===== src/rtl/axi_bus_reg_slice.sv =====
// AXI4 register slice: every channel (AW, W, AR forward; B, R reverse) goes through its own 2-entry skid buffer.
// Latency: 1 clk per channel when not stalled; full throughput of 1 beat/clk.
// Backpressure: input ready is registered (skid stage empty) and never depends combinationally on downstream ready.

module axi_bus_reg_slice_skid #(
    parameter int unsigned W = 8
) (
    input  logic         clk,
    input  logic         rstn,
    input  logic         in_vld_i,
    output logic         in_rdy_o,
    input  logic [W-1:0] in_dat_i,
    output logic         out_vld_o,
    input  logic         out_rdy_i,
    output logic [W-1:0] out_dat_o
);
    logic         out_vld_q, out_vld_d;
    logic [W-1:0] out_dat_q, out_dat_d;
    logic         skd_vld_q, skd_vld_d;
    logic [W-1:0] skd_dat_q, skd_dat_d;
    logic         in_rdy_q, in_rdy_d;
    logic         in_acc, out_acc;

    assign in_acc    = in_vld_i && in_rdy_q;
    assign out_acc   = out_vld_q && out_rdy_i;
    assign in_rdy_o  = in_rdy_q;
    assign out_vld_o = out_vld_q;
    assign out_dat_o = out_dat_q;

    always_comb begin
        out_vld_d = out_vld_q;
        out_dat_d = out_dat_q;
        skd_vld_d = skd_vld_q;
        skd_dat_d = skd_dat_q;
        if (skd_vld_q) begin
            // Input is closed while the skid is occupied; only a drain can make progress.
            if (out_acc) begin
                out_dat_d = skd_dat_q;
                skd_vld_d = 1'b0;
            end
        end else if (!out_vld_q || out_acc) begin
            out_vld_d = in_acc;
            if (in_acc) begin
                out_dat_d = in_dat_i;
            end
        end else if (in_acc) begin
            skd_vld_d = 1'b1;
            skd_dat_d = in_dat_i;
        end
        in_rdy_d = !skd_vld_d;
    end

    always_ff @(posedge clk or negedge rstn) begin
        if (!rstn) begin
            out_vld_q <= 1'b0;
            out_dat_q <= '0;
            skd_vld_q <= 1'b0;
            skd_dat_q <= '0;
            in_rdy_q  <= 1'b0;
        end else begin
            out_vld_q <= out_vld_d;
            out_dat_q <= out_dat_d;
            skd_vld_q <= skd_vld_d;
            skd_dat_q <= skd_dat_d;
            in_rdy_q  <= in_rdy_d;
        end
    end
endmodule

module axi_bus_reg_slice #(
    parameter int unsigned AXI_ADDR_WIDTH = 32,
    parameter int unsigned AXI_DATA_WIDTH = 64,
    parameter int unsigned AXI_ID_WIDTH   = 6,
    parameter int unsigned AXI_USER_WIDTH = 1
) (
    input  logic                        clk,
    input  logic                        rstn,
    // AW slave side
    input  logic [AXI_ID_WIDTH-1:0]     s_aw_id,
    input  logic [AXI_ADDR_WIDTH-1:0]   s_aw_addr,
    input  logic [7:0]                  s_aw_len,
    input  logic [2:0]                  s_aw_size,
    input  logic [1:0]                  s_aw_burst,
    input  logic                        s_aw_lock,
    input  logic [3:0]                  s_aw_cache,
    input  logic [2:0]                  s_aw_prot,
    input  logic [3:0]                  s_aw_region,
    input  logic [3:0]                  s_aw_qos,
    input  logic [5:0]                  s_aw_atop,
    input  logic [AXI_USER_WIDTH-1:0]   s_aw_user,
    input  logic                        s_aw_valid,
    output logic                        s_aw_ready,
    // W slave side
    input  logic [AXI_DATA_WIDTH-1:0]   s_w_data,
    input  logic [AXI_DATA_WIDTH/8-1:0] s_w_strb,
    input  logic                        s_w_last,
    input  logic [AXI_USER_WIDTH-1:0]   s_w_user,
    input  logic                        s_w_valid,
    output logic                        s_w_ready,
    // B slave side
    output logic [AXI_ID_WIDTH-1:0]     s_b_id,
    output logic [1:0]                  s_b_resp,
    output logic [AXI_USER_WIDTH-1:0]   s_b_user,
    output logic                        s_b_valid,
    input  logic                        s_b_ready,
    // AR slave side
    input  logic [AXI_ID_WIDTH-1:0]     s_ar_id,
    input  logic [AXI_ADDR_WIDTH-1:0]   s_ar_addr,
    input  logic [7:0]                  s_ar_len,
    input  logic [2:0]                  s_ar_size,
    input  logic [1:0]                  s_ar_burst,
    input  logic                        s_ar_lock,
    input  logic [3:0]                  s_ar_cache,
    input  logic [2:0]                  s_ar_prot,
    input  logic [3:0]                  s_ar_region,
    input  logic [3:0]                  s_ar_qos,
    input  logic [AXI_USER_WIDTH-1:0]   s_ar_user,
    input  logic                        s_ar_valid,
    output logic                        s_ar_ready,
    // R slave side
    output logic [AXI_ID_WIDTH-1:0]     s_r_id,
    output logic [AXI_DATA_WIDTH-1:0]   s_r_data,
    output logic [1:0]                  s_r_resp,
    output logic                        s_r_last,
    output logic [AXI_USER_WIDTH-1:0]   s_r_user,
    output logic                        s_r_valid,
    input  logic                        s_r_ready,
    // AW master side
    output logic [AXI_ID_WIDTH-1:0]     m_aw_id,
    output logic [AXI_ADDR_WIDTH-1:0]   m_aw_addr,
    output logic [7:0]                  m_aw_len,
    output logic [2:0]                  m_aw_size,
    output logic [1:0]                  m_aw_burst,
    output logic                        m_aw_lock,
    output logic [3:0]                  m_aw_cache,
    output logic [2:0]                  m_aw_prot,
    output logic [3:0]                  m_aw_region,
    output logic [3:0]                  m_aw_qos,
    output logic [5:0]                  m_aw_atop,
    output logic [AXI_USER_WIDTH-1:0]   m_aw_user,
    output logic                        m_aw_valid,
    input  logic                        m_aw_ready,
    // W master side
    output logic [AXI_DATA_WIDTH-1:0]   m_w_data,
    output logic [AXI_DATA_WIDTH/8-1:0] m_w_strb,
    output logic                        m_w_last,
    output logic [AXI_USER_WIDTH-1:0]   m_w_user,
    output logic                        m_w_valid,
    input  logic                        m_w_ready,
    // B master side
    input  logic [AXI_ID_WIDTH-1:0]     m_b_id,
    input  logic [1:0]                  m_b_resp,
    input  logic [AXI_USER_WIDTH-1:0]   m_b_user,
    input  logic                        m_b_valid,
    output logic                        m_b_ready,
    // AR master side
    output logic [AXI_ID_WIDTH-1:0]     m_ar_id,
    output logic [AXI_ADDR_WIDTH-1:0]   m_ar_addr,
    output logic [7:0]                  m_ar_len,
    output logic [2:0]                  m_ar_size,
    output logic [1:0]                  m_ar_burst,
    output logic                        m_ar_lock,
    output logic [3:0]                  m_ar_cache,
    output logic [2:0]                  m_ar_prot,
    output logic [3:0]                  m_ar_region,
    output logic [3:0]                  m_ar_qos,
    output logic [AXI_USER_WIDTH-1:0]   m_ar_user,
    output logic                        m_ar_valid,
    input  logic                        m_ar_ready,
    // R master side
    input  logic [AXI_ID_WIDTH-1:0]     m_r_id,
    input  logic [AXI_DATA_WIDTH-1:0]   m_r_data,
    input  logic [1:0]                  m_r_resp,
    input  logic                        m_r_last,
    input  logic [AXI_USER_WIDTH-1:0]   m_r_user,
    input  logic                        m_r_valid,
    output logic                        m_r_ready
);
    localparam int unsigned STRB_W = AXI_DATA_WIDTH / 8;
    localparam int unsigned AR_W   = AXI_ID_WIDTH + AXI_ADDR_WIDTH + 8 + 3 + 2 + 1 + 4 + 3 + 4 + 4
                                   + AXI_USER_WIDTH;
    localparam int unsigned AW_W   = AR_W + 6;
    localparam int unsigned W_W    = AXI_DATA_WIDTH + STRB_W + 1 + AXI_USER_WIDTH;
    localparam int unsigned B_W    = AXI_ID_WIDTH + 2 + AXI_USER_WIDTH;
    localparam int unsigned R_W    = AXI_ID_WIDTH + AXI_DATA_WIDTH + 2 + 1 + AXI_USER_WIDTH;

    logic [AW_W-1:0] aw_in_dat, aw_out_dat;
    logic [W_W-1:0]  w_in_dat,  w_out_dat;
    logic [B_W-1:0]  b_in_dat,  b_out_dat;
    logic [AR_W-1:0] ar_in_dat, ar_out_dat;
    logic [R_W-1:0]  r_in_dat,  r_out_dat;

    // Channels are flattened into one vector each so a single skid implementation serves all five.
    assign aw_in_dat = {s_aw_id, s_aw_addr, s_aw_len, s_aw_size, s_aw_burst, s_aw_lock,
                        s_aw_cache, s_aw_prot, s_aw_region, s_aw_qos, s_aw_atop, s_aw_user};
    assign {m_aw_id, m_aw_addr, m_aw_len, m_aw_size, m_aw_burst, m_aw_lock,
            m_aw_cache, m_aw_prot, m_aw_region, m_aw_qos, m_aw_atop, m_aw_user} = aw_out_dat;

    assign w_in_dat = {s_w_data, s_w_strb, s_w_last, s_w_user};
    assign {m_w_data, m_w_strb, m_w_last, m_w_user} = w_out_dat;

    assign b_in_dat = {m_b_id, m_b_resp, m_b_user};
    assign {s_b_id, s_b_resp, s_b_user} = b_out_dat;

    assign ar_in_dat = {s_ar_id, s_ar_addr, s_ar_len, s_ar_size, s_ar_burst, s_ar_lock,
                        s_ar_cache, s_ar_prot, s_ar_region, s_ar_qos, s_ar_user};
    assign {m_ar_id, m_ar_addr, m_ar_len, m_ar_size, m_ar_burst, m_ar_lock,
            m_ar_cache, m_ar_prot, m_ar_region, m_ar_qos, m_ar_user} = ar_out_dat;

    assign r_in_dat = {m_r_id, m_r_data, m_r_resp, m_r_last, m_r_user};
    assign {s_r_id, s_r_data, s_r_resp, s_r_last, s_r_user} = r_out_dat;

    axi_bus_reg_slice_skid #(.W(AW_W)) u_aw (
        .clk(clk), .rstn(rstn),
        .in_vld_i(s_aw_valid), .in_rdy_o(s_aw_ready), .in_dat_i(aw_in_dat),
        .out_vld_o(m_aw_valid), .out_rdy_i(m_aw_ready), .out_dat_o(aw_out_dat)
    );

    axi_bus_reg_slice_skid #(.W(W_W)) u_w (
        .clk(clk), .rstn(rstn),
        .in_vld_i(s_w_valid), .in_rdy_o(s_w_ready), .in_dat_i(w_in_dat),
        .out_vld_o(m_w_valid), .out_rdy_i(m_w_ready), .out_dat_o(w_out_dat)
    );

    axi_bus_reg_slice_skid #(.W(B_W)) u_b (
        .clk(clk), .rstn(rstn),
        .in_vld_i(m_b_valid), .in_rdy_o(m_b_ready), .in_dat_i(b_in_dat),
        .out_vld_o(s_b_valid), .out_rdy_i(s_b_ready), .out_dat_o(b_out_dat)
    );

    axi_bus_reg_slice_skid #(.W(AR_W)) u_ar (
        .clk(clk), .rstn(rstn),
        .in_vld_i(s_ar_valid), .in_rdy_o(s_ar_ready), .in_dat_i(ar_in_dat),
        .out_vld_o(m_ar_valid), .out_rdy_i(m_ar_ready), .out_dat_o(ar_out_dat)
    );

    axi_bus_reg_slice_skid #(.W(R_W)) u_r (
        .clk(clk), .rstn(rstn),
        .in_vld_i(m_r_valid), .in_rdy_o(m_r_ready), .in_dat_i(r_in_dat),
        .out_vld_o(s_r_valid), .out_rdy_i(s_r_ready), .out_dat_o(r_out_dat)
    );
endmodule


===== config.mk =====
export PLATFORM = sky130hd
export DESIGN_NAME = axi_bus_reg_slice
export DESIGN_NICKNAME = d
export VERILOG_FILES = /design/src/rtl/axi_bus_reg_slice.sv
export SDC_FILE = /design/constraint.sdc
export NUM_CORES = 1
export LEC_CHECK = 0
export CAP_MARGIN = 20
export CELL_PAD_IN_SITES_DETAIL_PLACEMENT = 1
export CELL_PAD_IN_SITES_GLOBAL_PLACEMENT = 2
export CORE_MARGIN = 3
export CORE_UTILIZATION = 38
export DETAILED_ROUTE_END_ITERATION = 12
export GPL_ROUTABILITY_DRIVEN = 0
export PLACE_DENSITY = 0.95
export SYNTH_ARGS = -nofsm -noshare
export SYNTH_HDL_FRONTEND = slang
export SYNTH_SLANG_ARGS = --single-unit
export TNS_END_PERCENT = 50

===== constraint.sdc =====
create_clock -name clk -period 3.7 [get_ports clk]
set_clock_uncertainty 0.2 [all_clocks]
set_input_delay 0.37 -clock clk [delete_from_list [all_inputs] [get_ports clk]]
set_output_delay 0.37 -clock clk [all_outputs]
set_load 0.01 [all_outputs]

==> Yosys cells after proc, flatten, opt, wreduce, memory -nomap -nowiden <==
Index checks and enable logic that the tools add are counted.
{ "op_classes": {"bitwise": 10, "n_eq_ne": 5, "reduce_logical": 50, "n_mux": 40} }
{ "ops": {"columns": ["operator", "count"], "rows": [
  ["two-way mux 74 bit", 12],
  ["two-way mux 68 bit", 4],
  ["two-way mux 9 bit", 4],
  ["AND reduction 3 bit", 10],
  ["two-way mux 1 bit", 20],
  ["nonzero test 2 bit", 10],
  ["logical AND 1 bit", 10],
  ["logical NOT 1 bit", 10],
  ["inequality test 2 bit, second input constant", 5],
  ["inverter 1 bit", 10],
  ["AND reduction 2 bit", 5],
  ["logical OR 1 bit", 5]
]} }
{ "totals": {"elab_cells": 130, "output_inout_bits": 309, "ff_bits": 613, "inputBits": 311} }

==> Logic depth before layout (Yosys ltp) <==
{ "logic_depth": {"word_depth": 5, "ltp_mapped": 6, "depth_no_buf": 3} }

==> Hierarchy <==
A second synthesis with hierarchy kept.
{ "hier_totals": {"hier_cells": 1660, "hier_area_um2": 26600.5} }
{ "by_module_without_submodules": {"columns": ["mod", "seq_area_each_um2", "cells_each", "n_inst", "area_per_inst_um2"], "rows": [
  ["axi_bus_reg_slice_skid at u_aw ...", 3778.6, 408, 3, 6558.8],
  ["axi_bus_reg_slice_skid at u_ar", 3478.3, 375, 1, 5978.2],
  ["axi_bus_reg_slice_skid at u_b", 525.5, 61, 1, 945.9]
]} }

==> Worst setup path before layout <==
No wires, ideal clock.
{ "synth_path": {"path_kind": "reg-to-reg", "from": "reg u_ar.skd_vld_q", "to": "reg u_ar.skd_dat_q[0]", "n_path_buf": 2, "arrival_ps": 1589, "setup_time_ps": 125, "path_stages_with_launch": 6, "period_less_slack_ps": 1914, "required_time_ps": 3375, "slack_ps": 1786, "path_cell_list": "dfrtp_1 buf_2 nand3b_4 nor3b_4 buf_6 mux2_2"} }
{ "synth_between": {"elab_chain_len": 2} }
{ "synth_lines": {"columns": ["item", "line_no", "source"], "rows": [
  ["start: declaration", "19", "logic skd_vld_q, skd_vld_d;"],
  ["start signal: assignment", "63", "skd_vld_q <= skd_vld_d;"],
  ["inverter 1 bit (no source line)", null, null],
  ["AND reduction 3 bit (no source line)", null, null],
  ["end signal: assignment", "64", "skd_dat_q <= skd_dat_d;"],
  ["end: declaration", "20", "logic [W-1:0] skd_dat_q, skd_dat_d;"]
]} }
No other way between the ends.
A chain may end at the register's enable or synchronous reset.

==> Worst setup path after layout <==
{ "layout_path": {"from": "reg u_w.skd_vld_q", "to": "reg u_w.skd_dat_q[55]"} }
{ "layout_between": {"elab_chain_len": 2} }
{ "layout_lines": {"columns": ["item", "line_no"], "rows": [
  ["start: declaration", "19"],
  ["start signal: assignment", "63"],
  ["inverter 1 bit (no source line)", null],
  ["AND reduction 3 bit (no source line)", null],
  ["end signal: assignment", "64"],
  ["end: declaration", "20"]
]} }
No other way between the ends.

==> reports/results.ini <==
[outcome]
status = complete, no violations

[synth]
synthMostInstantiatedCell = mux2_2
syn_avg_cell_area_um2 = 15.94
mappedNetlistNets = 1970
count_of_cell_types_in_the_netlist = 20
yosysWarnings = 0
synth_async_sr_flop_share_pct = 100.0
synth_edf_count = 0
mappedNetlistArea_um2 = 26450
netlist_instances = 1659
synthFlopType = dfrtp_1
yosysSeqAreaShare_pct = 58.00
synth_top_cells_by_area = dfrtp_1 (58%), mux2_2 (38%), buf_6 (0.81%)
synth_top_area_share_pct = 58.00
synth_area_leader_cell = dfrtp_1
synth.ff_latch_count = 613
post_synth_most_frequent_cells = mux2_2 (894), dfrtp_1 (613), clkbuf_1 (29)

[clock_network]
cts_made_buffers = 69
postCtsResizedCells = 0
cts_max_level = 3
clock_tree.root_cell = clkbuf_16
cts.clk_slew.worst_paths_ns = 0.06
sink_count_of_the_clock_tree = 613
clock_path_buffers = 3
worst_skew_pair.late_latency_ns = 0.59
tritoncts_clock_tree = built

[finish]
final_layout_net_count = 2597
post-route-util_pct = 52.13
synthesis_to_finish_area_growth_pct = 35.65
drive_gt1_share_pct = 44.83

[sta]
finalSetupTns_ns = 0
min_period_over_period_pct = 73.83
count_of_pins_over_their_slew_limit = 0
setup_repair_after_global_routing_missed_its_margin = false
maxSlewHeadroom_pct = 33.36
final_hold_violations = 0
worstMarginPinSlew_ns = 0.9997
maxClockFrequency_mhz = 366.1
post-route-min-period_ns = 2.732
timing.final.setup_violations = 0

[floorplanning]
floorplan.io_pins = 620
fp.dieW_um = 269.8
initial_core_util_pct = 38.43
placementRows = 96
coreArea_um2 = 68830
dieArea_um2 = 72800
die-height_um = 269.8

[pwr]
power_leakage_nw = 14.65
worst_ir_drop_vdd_v = 0.0005190
pwr_density_cell_nw_per_um2 = 894.7

[worst_setup_path]
cp.buffers_inverters = 1
worst-endpoint-required_ns = 3.97
crit_chain = nand3b_4 > nor3b_4 > buf_4 > mux2_2
critical-path-max-stage-delay_ns = 0.71
worstPathMaxFanout = 53
worst_setup_path_end_kind = flip-flop
cp-start-kind = flip-flop
critical_path.slowest_cell = dfrtp_4
path_class = flip-flop to flip-flop
critical_path_arrival_ns = 3.00
critical_path.top_delay_family = flip-flops

[drt]
route.detailed.wl_per_inst_um = 23.03
first_iter_violations = 630
antenna_left = 0
wl_mm = 75.63
vias_after_detailed_routing = 16500
viasPerCell = 5.023
detail_route.first_pass.iterations = 4
drc_errors = 0

[placed_design]
dpl.hpwl_mm = 52.44
port_buffers = 619

[global_routing]
global_route.usage.met1_pct = 22.07
grt.total_usage_pct = 20.62
antenna_found_initial = 24
largest_net_degree_at_the_start_of_global_routing = 103
number_of_global_route_vias_before_repair = 19280
grt_util_met2_pct = 36.96
global_route.usage.met3_pct = 6.272
first_pass_grt_wire_length_mm = 117.5
grt.busiest_layer = met2
grt-ovfl-total = 0

[worst_hold_path]
min-delay-path-class = input port to async pin

[job]
cap_viol_max_count = 0

## state kept, by name, indices dropped and copies added (netlist names), 9 cells and up
register and cells:
u_w.skd_dat_q 74, u_r.out_dat_o 74, u_aw.out_dat_o 74, u_b.out_dat_o 9, u_aw.skd_dat_q 74, u_ar.skd_dat_q 68, u_w.out_dat_o 74, u_ar.out_dat_o 68
u_b.skd_dat_q 9, u_r.skd_dat_q 74
## layer usage
layer / vias to the layer above / share of wire (%)
li1: 7252 / -
met4: 10 / 4.1
met5: - / 0.091
met1: 8617 / 36
met2: 464 / 53
met3: 152 / 6.5
## metrics by stage
stage	hold slack (ns)	cells	total power, W	cell area (µm²)	setup slack, ns
after global routing	0.1847	3283	0.03389	35870	0.8861
after global placement	0.2607	3145	0.02462	33600	1.065
after CTS	0.1597	3264	0.03253	35830	0.9965
after floorplan	-0.1256	1659	0.01928	26450	1.786
after detailed placement	0.2742	3145	0.02552	33600	1.002
final	0.2135	3284	0.03210	35880	0.9684
## cell type report
| class | count | area, µm² |
|---|---|---|
| well taps | 931 | 1165 |
| inverters | 5 | 18.77 |
| repair buffers | 655 | 6599 |
| diodes | 20 | 50.05 |
| multi-input cells | 942 | 10480 |
| flip-flops and latches | 613 | 15350 |
| clock inverters | 13 | 165.2 |
| fillers | 6635 | 32950 |
| clock buffers | 105 | 2054 |
## cells by family after synthesis
family	count (synthesis)	share of synthesized area, %
AND/OR/NAND/NOR	25	0.7854
AO/OA/AOI/OAI	20	0.5109
flip-flops	613	58.00
buffers and inverters	104	2.512
multiplexers	897	38.19
## power by group
group | switching, W | leakage (nW) | internal (W)
logic | 0.00503 | 6.28 | 0.00803
clock network | 0.00276 | 1.08 | 0.00393
registers | 0.00216 | 7.29 | 0.0102
## worst paths after layout
path / start / end / slack (ns) / cells past startpoint
max: u_w.skd_vld_q$_DFF_PN0_ / u_w.skd_dat_q[55]$_DFFE_PN0P_ / 0.97 / 4
min: rstn / u_aw.out_dat_o[33]$_DFFE_PN0P_ / 0.21 / 2
max reg2reg: u_w.skd_vld_q$_DFF_PN0_ / u_w.skd_dat_q[55]$_DFFE_PN0P_ / 0.97 / 4
min reg2reg: u_aw.skd_dat_q[66]$_DFFE_PN0P_ / u_aw.skd_dat_q[66]$_DFFE_PN0P_ / 0.29 / 1
max in group asynchronous: rstn / u_r.out_dat_o[72]$_DFFE_PN0P_ / 2.01 / 3
min in group clk: s_w_data[62] / u_w.skd_dat_q[72]$_DFFE_PN0P_ / 0.22 / 2
## cells in the final DEF, fill, tap and decap left out, drive strengths merged, types with 5 or more instances in the layout
| cell | n |
|---|---|
| mux2 | 897 |
| clkdlybuf4s50 | 618 |
| dfrtp | 613 |
| clkbuf | 105 |
| buf | 36 |
| diode | 20 |
| nand2 | 15 |
| inv | 8 |
| clkinv | 7 |
| a21o | 5 |
| a21oi | 5 |
| a22oi | 5 |
| o21ai | 5 |
| nand3b | 5 |
| nor3b | 5 |
## repair_timing
item | 4_1_cts | 5_1_grt
hold endpoints to repair | 69 | 0
setup buffers | 0 | 0
hold buffers | 1 | 0
setup endpoints to repair | 0 | 0
No activity file was read; power rests on OpenSTA's default activity.
==> edit, RTL diff (same flow settings) <==
Set the parameter `AXI_ADDR_WIDTH` to 64 (it was 32).
--- a/src/rtl/axi_bus_reg_slice.sv
+++ b/src/rtl/axi_bus_reg_slice.sv
@@ -69,5 +69,5 @@
 
 module axi_bus_reg_slice #(
-    parameter int unsigned AXI_ADDR_WIDTH = 32,
+    parameter int unsigned AXI_ADDR_WIDTH = 64,
     parameter int unsigned AXI_DATA_WIDTH = 64,
     parameter int unsigned AXI_ID_WIDTH   = 6,
Interface: changed (resized m_ar_addr, m_aw_addr, s_ar_addr and s_aw_addr); port bits go from 620 to 748. No check against the original RTL was run, so the function may have changed too.
==> edit against the original RTL <==
- count of clock-buffer cells in the layout grew 13
- non-clock buffer count increased by 139
- wire length rose by 35%
- global-route usage up 2.0 points
- sequential cell count rose by 128
- design area grew 21%
- largest cell class unchanged
- sequential share of layout area is essentially flat
- sequential power grew 23%
- worst setup slack improved by 66 ps
- largest power group unchanged
- synthesized area increased by 21%
- power up 23%
==> edit: results (changes against the original RTL) <==
Outcome
The run finished with clean final reports.

Routing
The total length of routed met2 wires is 54.0 mm (+35%). The amount of wire on met3 after detailed routing is 7.02 mm (+42%). The wire length on met1 was 35.5 mm (+29%). The via density per instance came to 5.16 (+2.7%). The overall routed net length is 102 mm (+35%).

Synth
Counting instances in the post-synthesis netlist gives the leading cell types as 935 x sky130_fd_sc_hd__mux2_2, 741 x sky130_fd_sc_hd__dfrtp_1, 154 x sky130_fd_sc_hd__mux2_1. Sorting the synthesized cells by area gives the leading types as sky130_fd_sc_hd__dfrtp_1 58%, sky130_fd_sc_hd__mux2_2 33%, sky130_fd_sc_hd__mux2_1 5.4%, sky130_fd_sc_hd__buf_2 0.86%, sky130_fd_sc_hd__buf_6 0.81%. The net count of the mapped netlist is 2376 (+21%).

Power and ir drop
The power share of the combinational group is 40.6% (about the same). The sequential group share of total power is 38.3% (-0.2 points). The largest vdd supply drop is 0.491 mV (-5.4%).

Global routing
The met1 capacity usage during global routing is 23.2% (+1.1 points). The pin count of the biggest net entering global routing is 109 (+5.8%). The met3 routing resource usage after global routing came to 6.81% (+0.54 points). The global-route wire length before repair is 150 mm (+28%). The total global-route track usage is 22.6% (+2.0 points). The number of antenna violations at the first check in global routing came to 38 (+58%).

Setup path
The data arrival time of the critical path came to 2950 ps (-50 ps). The largest fanout on the critical path is 108 (+100%).

Placed design
The total cell area at the placement stage came to 40600 um^2 (+21%). The final HPWL from detailed placement came to 71.1 mm (+36%). The instance count after placement with tap cells included is 3743 (+19%).

The port buffer count is 747 (+21%).

Timing
The slew at the pin closest to its max-slew limit is 881 ps (-119 ps).

Clocking
The clock latency reported for the late side of the worst-skew pair came to 630 ps (+40 ps).

Min path
The class of the worst hold path is input pin to register.

Final layout
The proportion of layout cells with a drive suffix above 1 was 40.0% (-4.8 points).
==> edit: kinds of logic (layout without fill, tap and decap cells) <==
family                 count (synthesis)  in the layout  share of synthesized area [%]
multiplexers                        1089           1089                           38.4
flip-flops                           741            741                           58.0
buffers and inverters                126            946                           2.55
AND/OR/NAND/NOR                       25             25                          0.615
AO/OA/AOI/OAI                         20             20                          0.423
other                                  0             30                              0
==> edit: layout make-up <==
cell class / count / area [um^2]
Fill cell: 7908 / 39200
Sequential cell: 741 / 18600
Inverter: 5 / 18.8
Clock buffer: 118 / 2370
Clock inverter: 29 / 372
Timing Repair Buffer: 794 / 8040
Multi-Input combinational cell: 1134 / 12600
Tap cell: 1070 / 1340
Antenna cell: 30 / 75.1
==> edit: timing repair <==
item,4_1_cts,5_1_grt
gates resized for setup,0,0
hold buffers,1,0
endpoints found under the hold margin,66,0
==> edit: path summary, 6_finish.rpt <==
kind / cells after the start / startpoint / slack, ps / end
min in group asynchronous: 2 / rstn / 230 / u_w.out_dat_o[49]
setup reg to reg: 4 / u_aw.skd_vld_q / 1030 / u_aw.skd_dat_q[67]
setup / recovery: 4 / u_aw.skd_vld_q / 1030 / u_aw.skd_dat_q[67]
hold reg to reg: 1 / u_w.skd_dat_q[63] / 280 / u_w.skd_dat_q[63]
max in group asynchronous: 3 / rstn / 1850 / u_r.skd_vld_q
hold / removal: 2 / s_ar_addr[35] / 170 / u_ar.skd_dat_q[65]
==> edit: worst reg2reg max path, stage by stage, from the launching register on <==
cell,delay (ps)
sky130_fd_sc_hd__dfrtp_4,720
sky130_fd_sc_hd__nand3b_4,280
sky130_fd_sc_hd__nor3b_2,290
sky130_fd_sc_hd__buf_12,520
sky130_fd_sc_hd__mux2_2,500
